<file path="src/rtl/mast_txn_arbiter.sv">
// Shares one I2C master engine among NUM_REQ requesters; round-robin, or fixed priority with MAST_ARB_FIXED_PRIO_EN.
// Latency: grant and start pulse one cycle after a request is seen in IDLE; done is registered after STOP or timeout.
// Backpressure: requests are level-held and ignored while a transaction is active or during the post-STOP gap.
module mast_txn_arbiter #(
    parameter int NUM_REQ     = 4,
    parameter int TIMEOUT_CYC = 512,
    parameter int GAP_CYC     = 8
) (
    input  logic                   fpga_clk,
    input  logic                   mast_rst,
    input  logic [NUM_REQ-1:0]     req,
    input  logic [NUM_REQ-1:0]     req_rd_wr,
    input  logic [7*NUM_REQ-1:0]   req_addr,
    input  logic [8*NUM_REQ-1:0]   req_data,
    output logic [NUM_REQ-1:0]     grant,
    output logic [NUM_REQ-1:0]     done,
    output logic                   err,
    output logic [7:0]             rd_data,
    output logic                   mast_start_bit,
    output logic                   mast_rd_wr,
    output logic [6:0]             mast_address,
    output logic [7:0]             mast_data,
    input  logic [7:0]             data_from_slave,
    input  logic                   scl_mon,
    input  logic                   sda_mon
);

    localparam int IDX_W = $clog2(NUM_REQ);
    localparam int TMO_W = $clog2(TIMEOUT_CYC + 1);
    localparam int GAP_W = $clog2(GAP_CYC + 1);

    typedef enum logic [1:0] {IDLE, LAUNCH, BUSY, GAP} state_t;

    state_t             state_q;
    logic [TMO_W-1:0]   tmo_q;
    logic [GAP_W-1:0]   gap_q;
    logic               scl_s1_q, scl_s2_q;
    logic               sda_s1_q, sda_s2_q, sda_d_q;
    logic               start_det, stop_det, tmo_last;

    logic [IDX_W-1:0]   win_idx;
    logic               win_vld;
    logic [6:0]         sel_addr;
    logic [7:0]         sel_data;
    logic               sel_rd_wr;

    // Two-flop synchronizers idle high so reset looks like a free bus.
    always_ff @(posedge fpga_clk or negedge mast_rst) begin
        if (!mast_rst) begin
            scl_s1_q <= 1'b1;
            scl_s2_q <= 1'b1;
            sda_s1_q <= 1'b1;
            sda_s2_q <= 1'b1;
            sda_d_q  <= 1'b1;
        end else begin
            scl_s1_q <= scl_mon;
            scl_s2_q <= scl_s1_q;
            sda_s1_q <= sda_mon;
            sda_s2_q <= sda_s1_q;
            sda_d_q  <= sda_s2_q;
        end
    end

    assign start_det = scl_s2_q &  sda_d_q & ~sda_s2_q;
    assign stop_det  = scl_s2_q & ~sda_d_q &  sda_s2_q;
    assign tmo_last  = (tmo_q == TMO_W'(TIMEOUT_CYC - 1));

`ifdef MAST_ARB_FIXED_PRIO_EN
    always_comb begin
        win_idx = '0;
        win_vld = 1'b0;
        for (int i = NUM_REQ - 1; i >= 0; i--) begin
            if (req[i]) begin
                win_idx = IDX_W'(i);
                win_vld = 1'b1;
            end
        end
    end
`else
    logic [IDX_W-1:0]     rr_q;
    logic [2*NUM_REQ-1:0] req_rot;
    logic [IDX_W:0]       cand;

    // Rotating a doubled copy of req puts the rr pointer at bit 0.
    always_comb begin
        req_rot = {req, req} >> rr_q;
        win_idx = '0;
        win_vld = 1'b0;
        cand    = '0;
        for (int i = 0; i < NUM_REQ; i++) begin
            if (!win_vld && req_rot[i]) begin
                win_vld = 1'b1;
                cand    = {1'b0, rr_q} + (IDX_W+1)'(i);
                if (cand >= (IDX_W+1)'(NUM_REQ))
                    cand = cand - (IDX_W+1)'(NUM_REQ);
                win_idx = cand[IDX_W-1:0];
            end
        end
    end

    always_ff @(posedge fpga_clk or negedge mast_rst) begin
        if (!mast_rst)
            rr_q <= '0;
        else if (state_q == IDLE && win_vld)
            rr_q <= (win_idx == IDX_W'(NUM_REQ - 1)) ? '0 : win_idx + 1'b1;
    end
`endif

    always_comb begin
        sel_addr  = '0;
        sel_data  = '0;
        sel_rd_wr = 1'b0;
        for (int i = 0; i < NUM_REQ; i++) begin
            if (win_idx == IDX_W'(i)) begin
                sel_addr  = req_addr[7*i +: 7];
                sel_data  = req_data[8*i +: 8];
                sel_rd_wr = req_rd_wr[i];
            end
        end
    end

    always_ff @(posedge fpga_clk or negedge mast_rst) begin
        if (!mast_rst) begin
            state_q        <= IDLE;
            tmo_q          <= '0;
            gap_q          <= '0;
            grant          <= '0;
            done           <= '0;
            err            <= 1'b0;
            rd_data        <= '0;
            mast_start_bit <= 1'b0;
            mast_rd_wr     <= 1'b0;
            mast_address   <= '0;
            mast_data      <= '0;
        end else begin
            mast_start_bit <= 1'b0;
            done           <= '0;
            err            <= 1'b0;
            case (state_q)
                IDLE: begin
                    if (win_vld) begin
                        grant          <= NUM_REQ'(1) << win_idx;
                        mast_address   <= sel_addr;
                        mast_data      <= sel_data;
                        mast_rd_wr     <= sel_rd_wr;
                        mast_start_bit <= 1'b1;
                        tmo_q          <= '0;
                        state_q        <= LAUNCH;
                    end
                end
                LAUNCH: begin
                    if (tmo_last) begin
                        done    <= grant;
                        err     <= 1'b1;
                        grant   <= '0;
                        gap_q   <= '0;
                        state_q <= GAP;
                    end else begin
                        tmo_q <= tmo_q + 1'b1;
                        if (start_det)
                            state_q <= BUSY;
                    end
                end
                BUSY: begin
                    // A real STOP wins over a coincident timeout.
                    if (stop_det) begin
                        if (mast_rd_wr)
                            rd_data <= data_from_slave;
                        done    <= grant;
                        grant   <= '0;
                        gap_q   <= '0;
                        state_q <= GAP;
                    end else if (tmo_last) begin
                        done    <= grant;
                        err     <= 1'b1;
                        grant   <= '0;
                        gap_q   <= '0;
                        state_q <= GAP;
                    end else begin
                        tmo_q <= tmo_q + 1'b1;
                    end
                end
                GAP: begin
                    if (gap_q == GAP_W'(GAP_CYC - 1))
                        state_q <= IDLE;
                    else
                        gap_q <= gap_q + 1'b1;
                end
                default: state_q <= IDLE;
            endcase
        end
    end

endmodule

</file>
<file path="config.mk">
export PLATFORM = sky130hd
export DESIGN_NAME = mast_txn_arbiter
export DESIGN_NICKNAME = d
export VERILOG_FILES = /design/src/rtl/mast_txn_arbiter.sv
export SDC_FILE = /design/constraint.sdc
export NUM_CORES = 1
export LEC_CHECK = 0
export ABC_CLOCK_PERIOD_IN_PS = 3800
export CORE_UTILIZATION = 44
export CTS_CLUSTER_SIZE = 20
export DETAILED_ROUTE_END_ITERATION = 12
export HOLD_SLACK_MARGIN = 0.02
export PLACE_DENSITY = 0.79
export SLEW_MARGIN = 10
export SYNTH_ARGS = -nofsm -noshare
export SYNTH_HDL_FRONTEND = slang
export SYNTH_SLANG_ARGS = --single-unit
</file>
<file path="constraint.sdc">
create_clock -name fpga_clk -period 3.8 [get_ports fpga_clk]
set_input_delay 0.76 -clock fpga_clk [delete_from_list [all_inputs] [get_ports fpga_clk]]
set_output_delay 0.76 -clock fpga_clk [all_outputs]
set_load 0.05 [all_outputs]
</file>
After elaboration in Yosys (flattened, before gate mapping)
Index checks and enable logic that the tools add are counted.
Widths: inputs -> output; s select.
{"block": "word_totals", "out_inout_bits": 34, "word_cells": 122, "inputBits": 80, "n_memories": 0, "romBits": 0, "latch_bits": 0, "register_bits": 57, "ramBits": 0}
{"block": "op_classes", "n_eq_ne": 14, "addsub": 10, "reduce_logical": 17, "n_lt_le_gt_ge": 4, "multipliers": 0, "bitwise_logic": 6, "n_div": 0, "n_mux": 52, "n_shift": 2}
{"cell": "$mux 4", "n": 8}
{"cell": "$mux 8", "n": 4}
{"cell": "$mux 10", "n": 3}
{"cell": "$mux 2", "n": 15}
{"cell": "$pmux 10 s3", "n": 1}
{"cell": "$mux 7", "n": 4}
{"cell": "$pmux 4 s3", "n": 2}
{"cell": "$mux 1", "n": 12}
{"cell": "$add 10x1->10 const B", "n": 1}
{"cell": "$eq 10x9->1 const B", "n": 1}
{"cell": "$ge 3x3->1 const B", "n": 3}
{"cell": "$eq 2x2->1 const B", "n": 4}
{"cell": "$ne 2x2->1 const B", "n": 4}
{"cell": "$pmux 2 s4", "n": 1}
{"cell": "$pmux 4 s2", "n": 1}
{"cell": "$shr 8x2->4", "n": 1}
{"cell": "$sub 2x1->2 const B", "n": 4}
{"cell": "$add 2x2->3 const B", "n": 2}
{"cell": "$ne 3x3->1 const B", "n": 2}
{"cell": "$reduce_and 2->1", "n": 3}
{"cell": "$reduce_and 3->1", "n": 2}
{"cell": "$reduce_bool 3->1", "n": 2}
{"cell": "$add 4x1->4 const B", "n": 1}
{"cell": "$and 1x1->1", "n": 4}
{"cell": "12 further kinds", "n": 20}

Longest topological paths before layout
Gate-level depths: netlist of the first run.
{"block": "logic_depth", "depth_word": 16, "mapped_depth": 10, "mapped_depth_nobuf": 9}

Worst setup path after synthesis of the first run
Ideal clock, no wire load.
{"block": "synth_path", "kind": "in2reg", "start": "input port req[2]", "end": "register mast_address[3]", "setup_slack_ps": 1394, "t_arrival_ps": 2278, "n_path_buf": 1, "stages": 9, "setup_ps": 127, "t_required_ps": 3673, "path_cell_list": "mux2i_1 nor2_1 nor3_1 ha_1 clkbuf_1 nor2b_1 a221oi_1 o31a_1 o21ai_0"}
{"block": "synth_via", "elab_chain_cells": 16}
{"item": "from (decl)", "line_no": "11", "source": "input logic [NUM_REQ-1:0] req,"}
{"item": "$shr 8x2->4 (*)", "line_no": "86", "source": "req_rot = {req, req} >> rr_q;"}
{"item": "$mux 1", "line_no": "91", "source": "if (!win_vld && req_rot[i]) begin"}
{"item": "$logic_not 1->1", "line_no": "91"}
{"item": "$logic_and 1x1->1", "line_no": "91"}
{"item": "$mux 1", "line_no": "91"}
{"item": "$logic_not 1->1", "line_no": "91"}
{"item": "$logic_and 1x1->1", "line_no": "91"}
{"item": "$mux 1", "line_no": "91"}
{"item": "$logic_not 1->1", "line_no": "91"}
{"item": "$logic_and 1x1->1", "line_no": "91"}
{"item": "$mux 2", "line_no": "91"}
{"item": "$logic_not 2->1", "line_no": "114", "source": "if (win_idx == IDX_W'(i)) begin"}
{"item": "$mux 7 (4 in a row)", "line_no": "114"}
{"item": "to (signal assigned)", "line_no": "143", "source": "mast_address <= sel_addr;"}
{"item": "to (decl)", "line_no": "21", "source": "output logic [6:0] mast_address,"}
Every way passes the cells marked *; elsewhere a longest branch is shown, timed or not.
A chain may end at the register's enable or synchronous reset.

Final worst setup path of the first run
{"block": "layout_path", "start": "input port req[0]", "end": "register mast_rd_wr"}
{"block": "layout_via", "elab_chain_cells": 16}
{"item": "$shr 8x2->4 (*)", "line_no": "86"}
{"item": "$mux 1", "line_no": "91"}
{"item": "$logic_not 1->1", "line_no": "91"}
{"item": "$logic_and 1x1->1", "line_no": "91"}
{"item": "$mux 1", "line_no": "91"}
{"item": "$logic_not 1->1", "line_no": "91"}
{"item": "$logic_and 1x1->1", "line_no": "91"}
{"item": "$mux 1", "line_no": "91"}
{"item": "$logic_not 1->1", "line_no": "91"}
{"item": "$logic_and 1x1->1", "line_no": "91"}
{"item": "$mux 2", "line_no": "91"}
{"item": "$logic_not 2->1", "line_no": "114"}
{"item": "$mux 1 (4 in a row)", "line_no": "114"}
{"item": "to (signal assigned)", "line_no": "145", "source": "mast_rd_wr <= sel_rd_wr;"}
{"item": "to (decl)", "line_no": "20", "source": "output logic mast_rd_wr,"}
Marked as above.

==> results.txt, run 1 <==
----------------------------------------------------
[Floorplan]
  Overall die height ... 87.57 um
  Width of the chip ... 87.57 um
  Overall die area ... 7669 sq um
  Area inside the core boundary ... 6944 sq um
  Starting Density ... 46.40%
  Standard-cell rows ... 30
  I/O Pins ... 114

[Setup path]
  Worst path cell trace ... clkdlybuf4s50_1, mux2i_1, nor2_1, nor3_1, inv_1, ha_1, nor2b_1, o31a_1, o21ai_0
  Critical path launch point type ... primary input
  Data required time at the worst endpoint ... 4.06 ns
  Highest fanout seen on the critical path ... 33
  Arrival time reported for the critical path endpoint ... 3.26 ns
  Crit path largest cell delay ... 0.56 ns
  Startpoint-to-endpoint class of the critical path ... in2reg
  Type of destination of the critical path ... flop
  Cell with the largest stage delay on the worst path ... sky130_fd_sc_hd__ha_1

[Status]
  Run status ... completed

[Finish]
  Count of non-filler cells in the finished layout ... 535
  ANT cells ... 0
  Most used cells in the layout excluding fill and tap cells ... sky130_fd_sc_hd__clkdlybuf4s50_1 (112), sky130_fd_sc_hd__dfrtp_1 (52), sky130_fd_sc_hd__nand2_1 (40), sky130_fd_sc_hd__nor2b_1 (31), sky130_fd_sc_hd__o21ai_0 (26)
  Share of layout cells above drive strength 1 ... 11.16%
  Area Overhead vs Synth ... 45.63%
  Number of nets at the end of the flow ... 525
  Commonest non-fill, non-tap cell in the layout ... sky130_fd_sc_hd__clkdlybuf4s50_1
  Total non-filler cell area in the finished layout ... 4692 sq um

[Clock network]
  Post-CTS clock slew at the launch and capture registers of the worst setup and hold paths ... 0.07 ns
  Post-cts hold buffer count ... 0
  Setup bufs post-CTS ... 0
  Number of instances resized during post-cts repair ... 0
  Clock latency reported for the late side of the worst-skew pair ... 0.34 ns
  Number of buffers inserted during clock tree synthesis ... 9
  Number of H-tree levels ... 3
  CTS Root Buffer Type ... sky130_fd_sc_hd__clkbuf_8
  CTS tree ... done
  Maximum buffer depth of the clock tree ... 2
  Number of sinks handled by clock tree synthesis ... 57

[Pwr]
  Overall power of the completed layout ... 3.751 mW
  Switching fraction of total power ... 43.76%
  Cell internal power dissipation ... 2.110 mW
  Clock network fraction of design power ... 18.7%
  Proportion of power drawn by combinational gates ... 55.9%
  VDD IR-drop max ... 0.4403 mV
  Power spent charging and discharging nets ... 1.641 mW
  Leakage power of the design ... 1.934 nW
  Portion of total power attributed to sequential cells ... 25.4%
  Pwr/cell area ... 799.4 nW/um^2

[STA]
  RSZ-0062 raised after global routing ... no
  Relative max-transition margin ... 33.87%
  Worst slew pin tran ... 0.9920 ns
  Maximum clock rate ... 333.4 MHz
  Number of setup violations in the final report ... 0
  Clock skew after layout ... 0.01178 ns
  Minimum setup slack in the final design ... 0.8010 ns
  Setup TNS Final ... 0 ns
  Number of pins exceeding their max-slew limit in the final report ... 0
  Total count of hold-check failures in the final report ... 0
  Ratio of final minimum period to clock period ... 78.92%
  Final Critical Period ... 2.999 ns

[Yosys]
  Sequential share of the synthesized area ... 44.47%
  Number of distinct library cells after synthesis ... 51
  Number of standard cells after synthesis ... 321
  Number of synthesized flops with an enable pin ... 0
  Number of storage elements in the synthesis netlist ... 57
  Cell area after synthesis ... 3222 sq um
  Average cell area after synthesis ... 10.04 sq um
  Nets in the synthesized netlist ... 412
  Share of synthesized registers carrying an async set or reset ... 100.0%
  Warnings, synthesis ... 0
  Top flip-flop cell by instance count after synthesis ... sky130_fd_sc_hd__dfrtp_1

[Global routing]
  Number of antenna violations at the first check in global routing ... 0
  All-layer global routing usage ... 21.78%
  Wire length of the first global-routing pass ... 12710 um
  Pin count of the biggest net entering global routing ... 36
  Total grt overflow ... 0
  Vias in the first global route ... 2705

[Place]
  Routability Congestion ... 0.7940
  IO Port Bufs ... 113
  Dpl ws ... 0.4314 ns
  Post-DP Area ... 4448 sq um
  HPWL after detailed placement ... 5944 um
  Number of cells in the design after placement ... 519

[Worst hold path]
  Kind of path behind the tightest hold check ... reg2reg

[Detailed routing]
  Post-Route WL ... 8152 um
  Post-route antenna net violation count ... 0
  DR vias/cell ... 5.419
  Wirelength per Cell ... 15.24 um
  Drt first pass iters ... 4
  Number of remaining DRC errors ... 0
  Initial DRC count ... 112
  Vias ... 2899

[Job]
  Count of max-cap constraint violations ... 0

----------------------------------------------------
[critical path: cells and delay by family]
kind / cells / cell delay [ns]
adder cells (fa/ha/maj): 1 / 0.56
multiplexers: 1 / 0.18
buffers and inverters: 2 / 0.63
AND/OR/NAND/NOR: 3 / 0.72
AO/OA/AOI/OAI: 2 / 0.41
[power by group through the flow]
stage               Combinational, mW  Sequential (mW)  Clock, mW
CTS                              2.10            0.954      0.718
global placement                 2.06            0.954          0
global route                     2.27            0.979      0.743
floorplan                        1.01             1.42          0
detailed placement               2.09            0.960          0
finish                           2.10            0.954      0.700
[final timing paths]
| kind | startpoint | endpoint | slack [ns] | depth (start not counted) |
|---|---|---|---|---|
| max | req[0] | mast_rd_wr$_DFFE_PN0P_ | 0.80 | 9 |
| min | scl_s1_q$_DFF_PN1_ | scl_s2_q$_DFF_PN1_ | 0.36 | 0 |
| max reg2reg | rr_q[1]$_DFFE_PN0P_ | mast_rd_wr$_DFFE_PN0P_ | 1.26 | 8 |
| min reg2reg | scl_s1_q$_DFF_PN1_ | scl_s2_q$_DFF_PN1_ | 0.36 | 0 |
| max in group asynchronous | mast_rst | mast_data[5]$_DFFE_PN0P_ | 2.51 | 2 |
| min in group asynchronous | mast_rst | tmo_q[7]$_DFFE_PN0P_ | 0.49 | 1 |
[state kept, by name, summed over array words and instances (netlist names), 2 cells and up]
signal        cells
mast_address      7
grant             4
gap_q             4
rd_data           8
rr_q              2
state_q           2
tmo_q            10
done              4
mast_data         8
[cell type report]
class | count | area [sq um]
fill | 539 | 2252
multi-input combinational | 238 | 1678
sequential | 57 | 1433
timing repair buffer | 119 | 1184
clock buffer | 11 | 141.4
tap | 96 | 120.1
clock inverter | 5 | 102.6
inverter | 9 | 33.78
[Yosys cell counts, types with 9 or more instances]
cell type | instances | area (sq um)
sky130_fd_sc_hd__dfrtp_1 | 52 | 1301
sky130_fd_sc_hd__nand2_1 | 40 | 150.1
sky130_fd_sc_hd__nor2b_1 | 31 | 193.9
sky130_fd_sc_hd__o21ai_0 | 26 | 130.1
sky130_fd_sc_hd__a221oi_1 | 17 | 148.9
sky130_fd_sc_hd__o31a_1 | 16 | 140.1
sky130_fd_sc_hd__ha_1 | 11 | 137.6
sky130_fd_sc_hd__mux2_2 | 11 | 123.9
sky130_fd_sc_hd__a22o_1 | 10 | 87.58
sky130_fd_sc_hd__clkbuf_1 | 9 | 33.78
sky130_fd_sc_hd__inv_1 | 9 | 33.78
sky130_fd_sc_hd__nand3_1 | 9 | 45.04
[per-stage QoR]
step	utilization (%)	hold slack, ns
global placement	64.05	0.3461
floorplan	-	0.3452
CTS	67.57	0.3577
detailed placement	64.05	0.3484
finish	67.57	0.3564
global route	67.57	0.3596
[metal layers]
metal / vias to the layer above / wire length, um / track usage (%)
li1: 1413 / - / -
met1: 1380 / 3516 / 26.81
met2: 91 / 4041 / 35.65
met3: 15 / 409 / 7.163
met4: 0 / 184 / 8.346
met5: - / 0 / 0
[logic make-up (layout without fill, tap and decap cells)]
| logic type | count (synthesis) | count (layout) | share of synthesized area [%] |
|---|---|---|---|
| and+or+nand+nor | 119 | 119 | 21.36 |
| adders and majority gates | 11 | 11 | 4.272 |
| xor gates and xnor gates | 2 | 2 | 0.5438 |
| DFF | 57 | 57 | 44.47 |
| AOI/OAI and AO/OA | 93 | 93 | 21.44 |
| muxes | 13 | 13 | 4.466 |
| buffers and inverters | 26 | 144 | 3.456 |
Power figures use the tool's default switching activity.
==> run 2, diff against run 1 <==
--- a/config.mk
+++ b/config.mk
@@ -5,7 +5,7 @@
 export SDC_FILE = /design/constraint.sdc
 export NUM_CORES = 1
 export LEC_CHECK = 0
-export ABC_CLOCK_PERIOD_IN_PS = 3800
+export ABC_CLOCK_PERIOD_IN_PS = 2940
 export CORE_UTILIZATION = 44
 export CTS_CLUSTER_SIZE = 20
 export DETAILED_ROUTE_END_ITERATION = 12
==> constraint.sdc (replaced) <==
create_clock -name fpga_clk -period 2.94 [get_ports fpga_clk]
set_input_delay 0.588 -clock fpga_clk [delete_from_list [all_inputs] [get_ports fpga_clk]]
set_output_delay 0.588 -clock fpga_clk [all_outputs]
set_load 0.05 [all_outputs]
==> run 2 against run 1 <==
Against the previous run:
- clock power rose by 24%
- count of clock-buffer cells in the layout rose by 1
- worst hold slack got worse by 0.16 ns
- critical endpoint unchanged
- largest cell class unchanged
==> results.txt, run 2 (synthesis results as in run 1) <==
----------------------------------------------------
[Floorplan]
  Width of the chip ... 87.57 um
  Area inside the core boundary ... 6944 sq um
  Standard-cell rows ... 30
  I/O Pins ... 114
  Starting Density ... 46.40%
  Overall die height ... 87.57 um
  Overall die area ... 7669 sq um

[Place]
  HPWL after detailed placement ... 6282 um
  Routability Congestion ... 0.8543
  Post-DP Area ... 4486 sq um
  Number of cells in the design after placement ... 524
  Dpl ws ... -0.02648 ns
  IO Port Bufs ... 113

[Setup path]
  Data required time at the worst endpoint ... 3.20 ns
  Startpoint-to-endpoint class of the critical path ... in2reg
  Worst path cell trace ... clkdlybuf4s50_1, a21oi_1, o21a_1, o22a_1, inv_1, ha_1, buf_4, nor2b_1, a221oi_1, o31a_1, o21ai_0
  Cell with the largest stage delay on the worst path ... sky130_fd_sc_hd__clkdlybuf4s50_1
  Highest fanout seen on the critical path ... 14
  Crit path largest cell delay ... 0.51 ns
  Buffers and inverters on the worst path ... 3
  Reg-to-reg slack, setup ... 0.34 ns
  Type of destination of the critical path ... flop
  Family with the most delay on the worst path ... compound AO/OA/AOI/OAI gates
  Critical path launch point type ... primary input
  Arrival time reported for the critical path endpoint ... 2.91 ns

[Pwr]
  Leakage power of the design ... 1.962 nW
  Portion of total power attributed to sequential cells ... 25.4%
  Pwr/cell area ... 1027 nW/um^2
  Overall power of the completed layout ... 4.853 mW
  Switching fraction of total power ... 44.07%
  Clock network fraction of design power ... 17.9%
  VDD IR-drop max ... 0.4699 mV
  Cell internal power dissipation ... 2.714 mW
  Proportion of power drawn by combinational gates ... 56.7%
  Power spent charging and discharging nets ... 2.139 mW

[Global routing]
  Pin count of the biggest net entering global routing ... 34
  Total grt overflow ... 0
  Number of antenna violations at the first check in global routing ... 0
  Vias in the first global route ... 2770
  All-layer global routing usage ... 22.06%
  Wire length of the first global-routing pass ... 12830 um

[Clock network]
  Maximum buffer depth of the clock tree ... 2
  Clock latency reported for the late side of the worst-skew pair ... 0.34 ns
  Post-CTS clock slew at the launch and capture registers of the worst setup and hold paths ... 0.07 ns
  Number of buffers inserted during clock tree synthesis ... 9
  CTS Root Buffer Type ... sky130_fd_sc_hd__clkbuf_8
  Post-cts hold buffer count ... 0
  Number of instances resized during post-cts repair ... 0
  Number of sinks handled by clock tree synthesis ... 57
  Number of H-tree levels ... 3
  Setup bufs post-CTS ... 0
  CTS tree ... done

[Worst hold path]
  Kind of path behind the tightest hold check ... in2async

[Detailed routing]
  Drt first pass iters ... 5
  Initial DRC count ... 158
  Post-Route WL ... 8361 um
  Vias ... 2953
  Wirelength per Cell ... 15.48 um
  Number of remaining DRC errors ... 0
  DR vias/cell ... 5.469
  Post-route antenna net violation count ... 0

[STA]
  Worst slew pin tran ... 0.8512 ns
  Minimum setup slack in the final design ... 0.2928 ns
  Worst Hold Slack ... 0.1933 ns
  RSZ-0062 raised after global routing ... no
  Clock skew after layout ... 0.004559 ns
  Total count of hold-check failures in the final report ... 0
  Final Critical Period ... 2.647 ns
  Number of setup violations in the final report ... 0
  Maximum clock rate ... 377.8 MHz
  Relative max-transition margin ... 42.73%
  Ratio of final minimum period to clock period ... 90.04%
  Number of pins exceeding their max-slew limit in the final report ... 0
  Setup TNS Final ... 0 ns

[Finish]
  Most used cells in the layout excluding fill and tap cells ... sky130_fd_sc_hd__clkdlybuf4s50_1 (112), sky130_fd_sc_hd__dfrtp_1 (52), sky130_fd_sc_hd__nand2_1 (40), sky130_fd_sc_hd__nor2b_1 (31), sky130_fd_sc_hd__o21ai_0 (26)
  Commonest non-fill, non-tap cell in the layout ... sky130_fd_sc_hd__clkdlybuf4s50_1
  Total non-filler cell area in the finished layout ... 4725 sq um
  Largest registers ... tmo_q: 10 flops, mast_data: 8 flops, rd_data: 8 flops
  Count of non-filler cells in the finished layout ... 540
  Area Overhead vs Synth ... 46.64%
  Share of layout cells above drive strength 1 ... 12.39%
  ANT cells ... 0
  Number of nets at the end of the flow ... 530
  Max FFs per register ... 10
  Filler cells ... 541
  Register with the most flip-flops ... tmo_q
  Core Util, Final ... 68.04%

[Status]
  Run status ... completed

[Job]
  Count of max-cap constraint violations ... 0

----------------------------------------------------
[run 2: changes by cell type in the layout (fill, tap and decap cells not counted), sizes merged]
cell      previous run  this run
clkinvlp             1         0
bufinv               3         2
buf                  7        12
clkbuf              11        12
clkinv               1         2
[run 2: final timing paths]
check / start / to / depth (start not counted)
setup / recovery: req[0] / mast_rd_wr$_DFFE_PN0P_ / 11
hold / removal: mast_rst / state_q[1]$_DFFE_PN0P_ / 1
setup reg to reg: state_q[0]$_DFFE_PN0P_ / tmo_q[3]$_DFFE_PN0P_ / 6
hold reg to reg: scl_s1_q$_DFF_PN1_ / scl_s2_q$_DFF_PN1_ / 0
max in group asynchronous: mast_rst / scl_s1_q$_DFF_PN1_ / 2
min in group fpga_clk: scl_s1_q$_DFF_PN1_ / scl_s2_q$_DFF_PN1_ / 0
[run 2: power by group through the flow]
stage / clock, mW / combinational (mW) / sequential, mW
final: 0.869 / 2.75 / 1.23
after global routing: 0.920 / 2.97 / 1.26
after CTS: 0.890 / 2.76 / 1.23
after detailed placement: 0 / 2.75 / 1.24
after global placement: 0 / 2.69 / 1.23
after floorplan: 0 / 1.30 / 1.84
[run 2: metal layers]
metal	global-route usage, %	wire length, um	share of wire [%]
met1	27.37	3456	41
met2	35.23	4024	48
met3	6.786	583	7.0
met4	10.43	296	3.5
met5	0	0	0
[run 2: area by class of cell]
| type | instances | area [sq um] | share of cell area [%] |
|---|---|---|---|
| Clock inverter | 4 | 73.82 | 1.563 |
| Multi-Input combinational cell | 238 | 1678 | 35.51 |
| Sequential cell | 57 | 1433 | 30.32 |
| Timing Repair Buffer | 124 | 1221 | 25.85 |
| Tap cell | 96 | 120.1 | 2.542 |
| Clock buffer | 12 | 165.2 | 3.496 |
| Inverter | 9 | 33.78 | 0.7150 |
[run 2: worst reg2reg max path, stage by stage, from the launching register on]
cell,delay (ns)
sky130_fd_sc_hd__dfrtp_1,0.43
sky130_fd_sc_hd__inv_1,0.12
sky130_fd_sc_hd__ha_1,0.58
sky130_fd_sc_hd__inv_1,0.26
sky130_fd_sc_hd__nor4_1,0.80
sky130_fd_sc_hd__o21ai_0,0.18
sky130_fd_sc_hd__o311ai_1,0.13
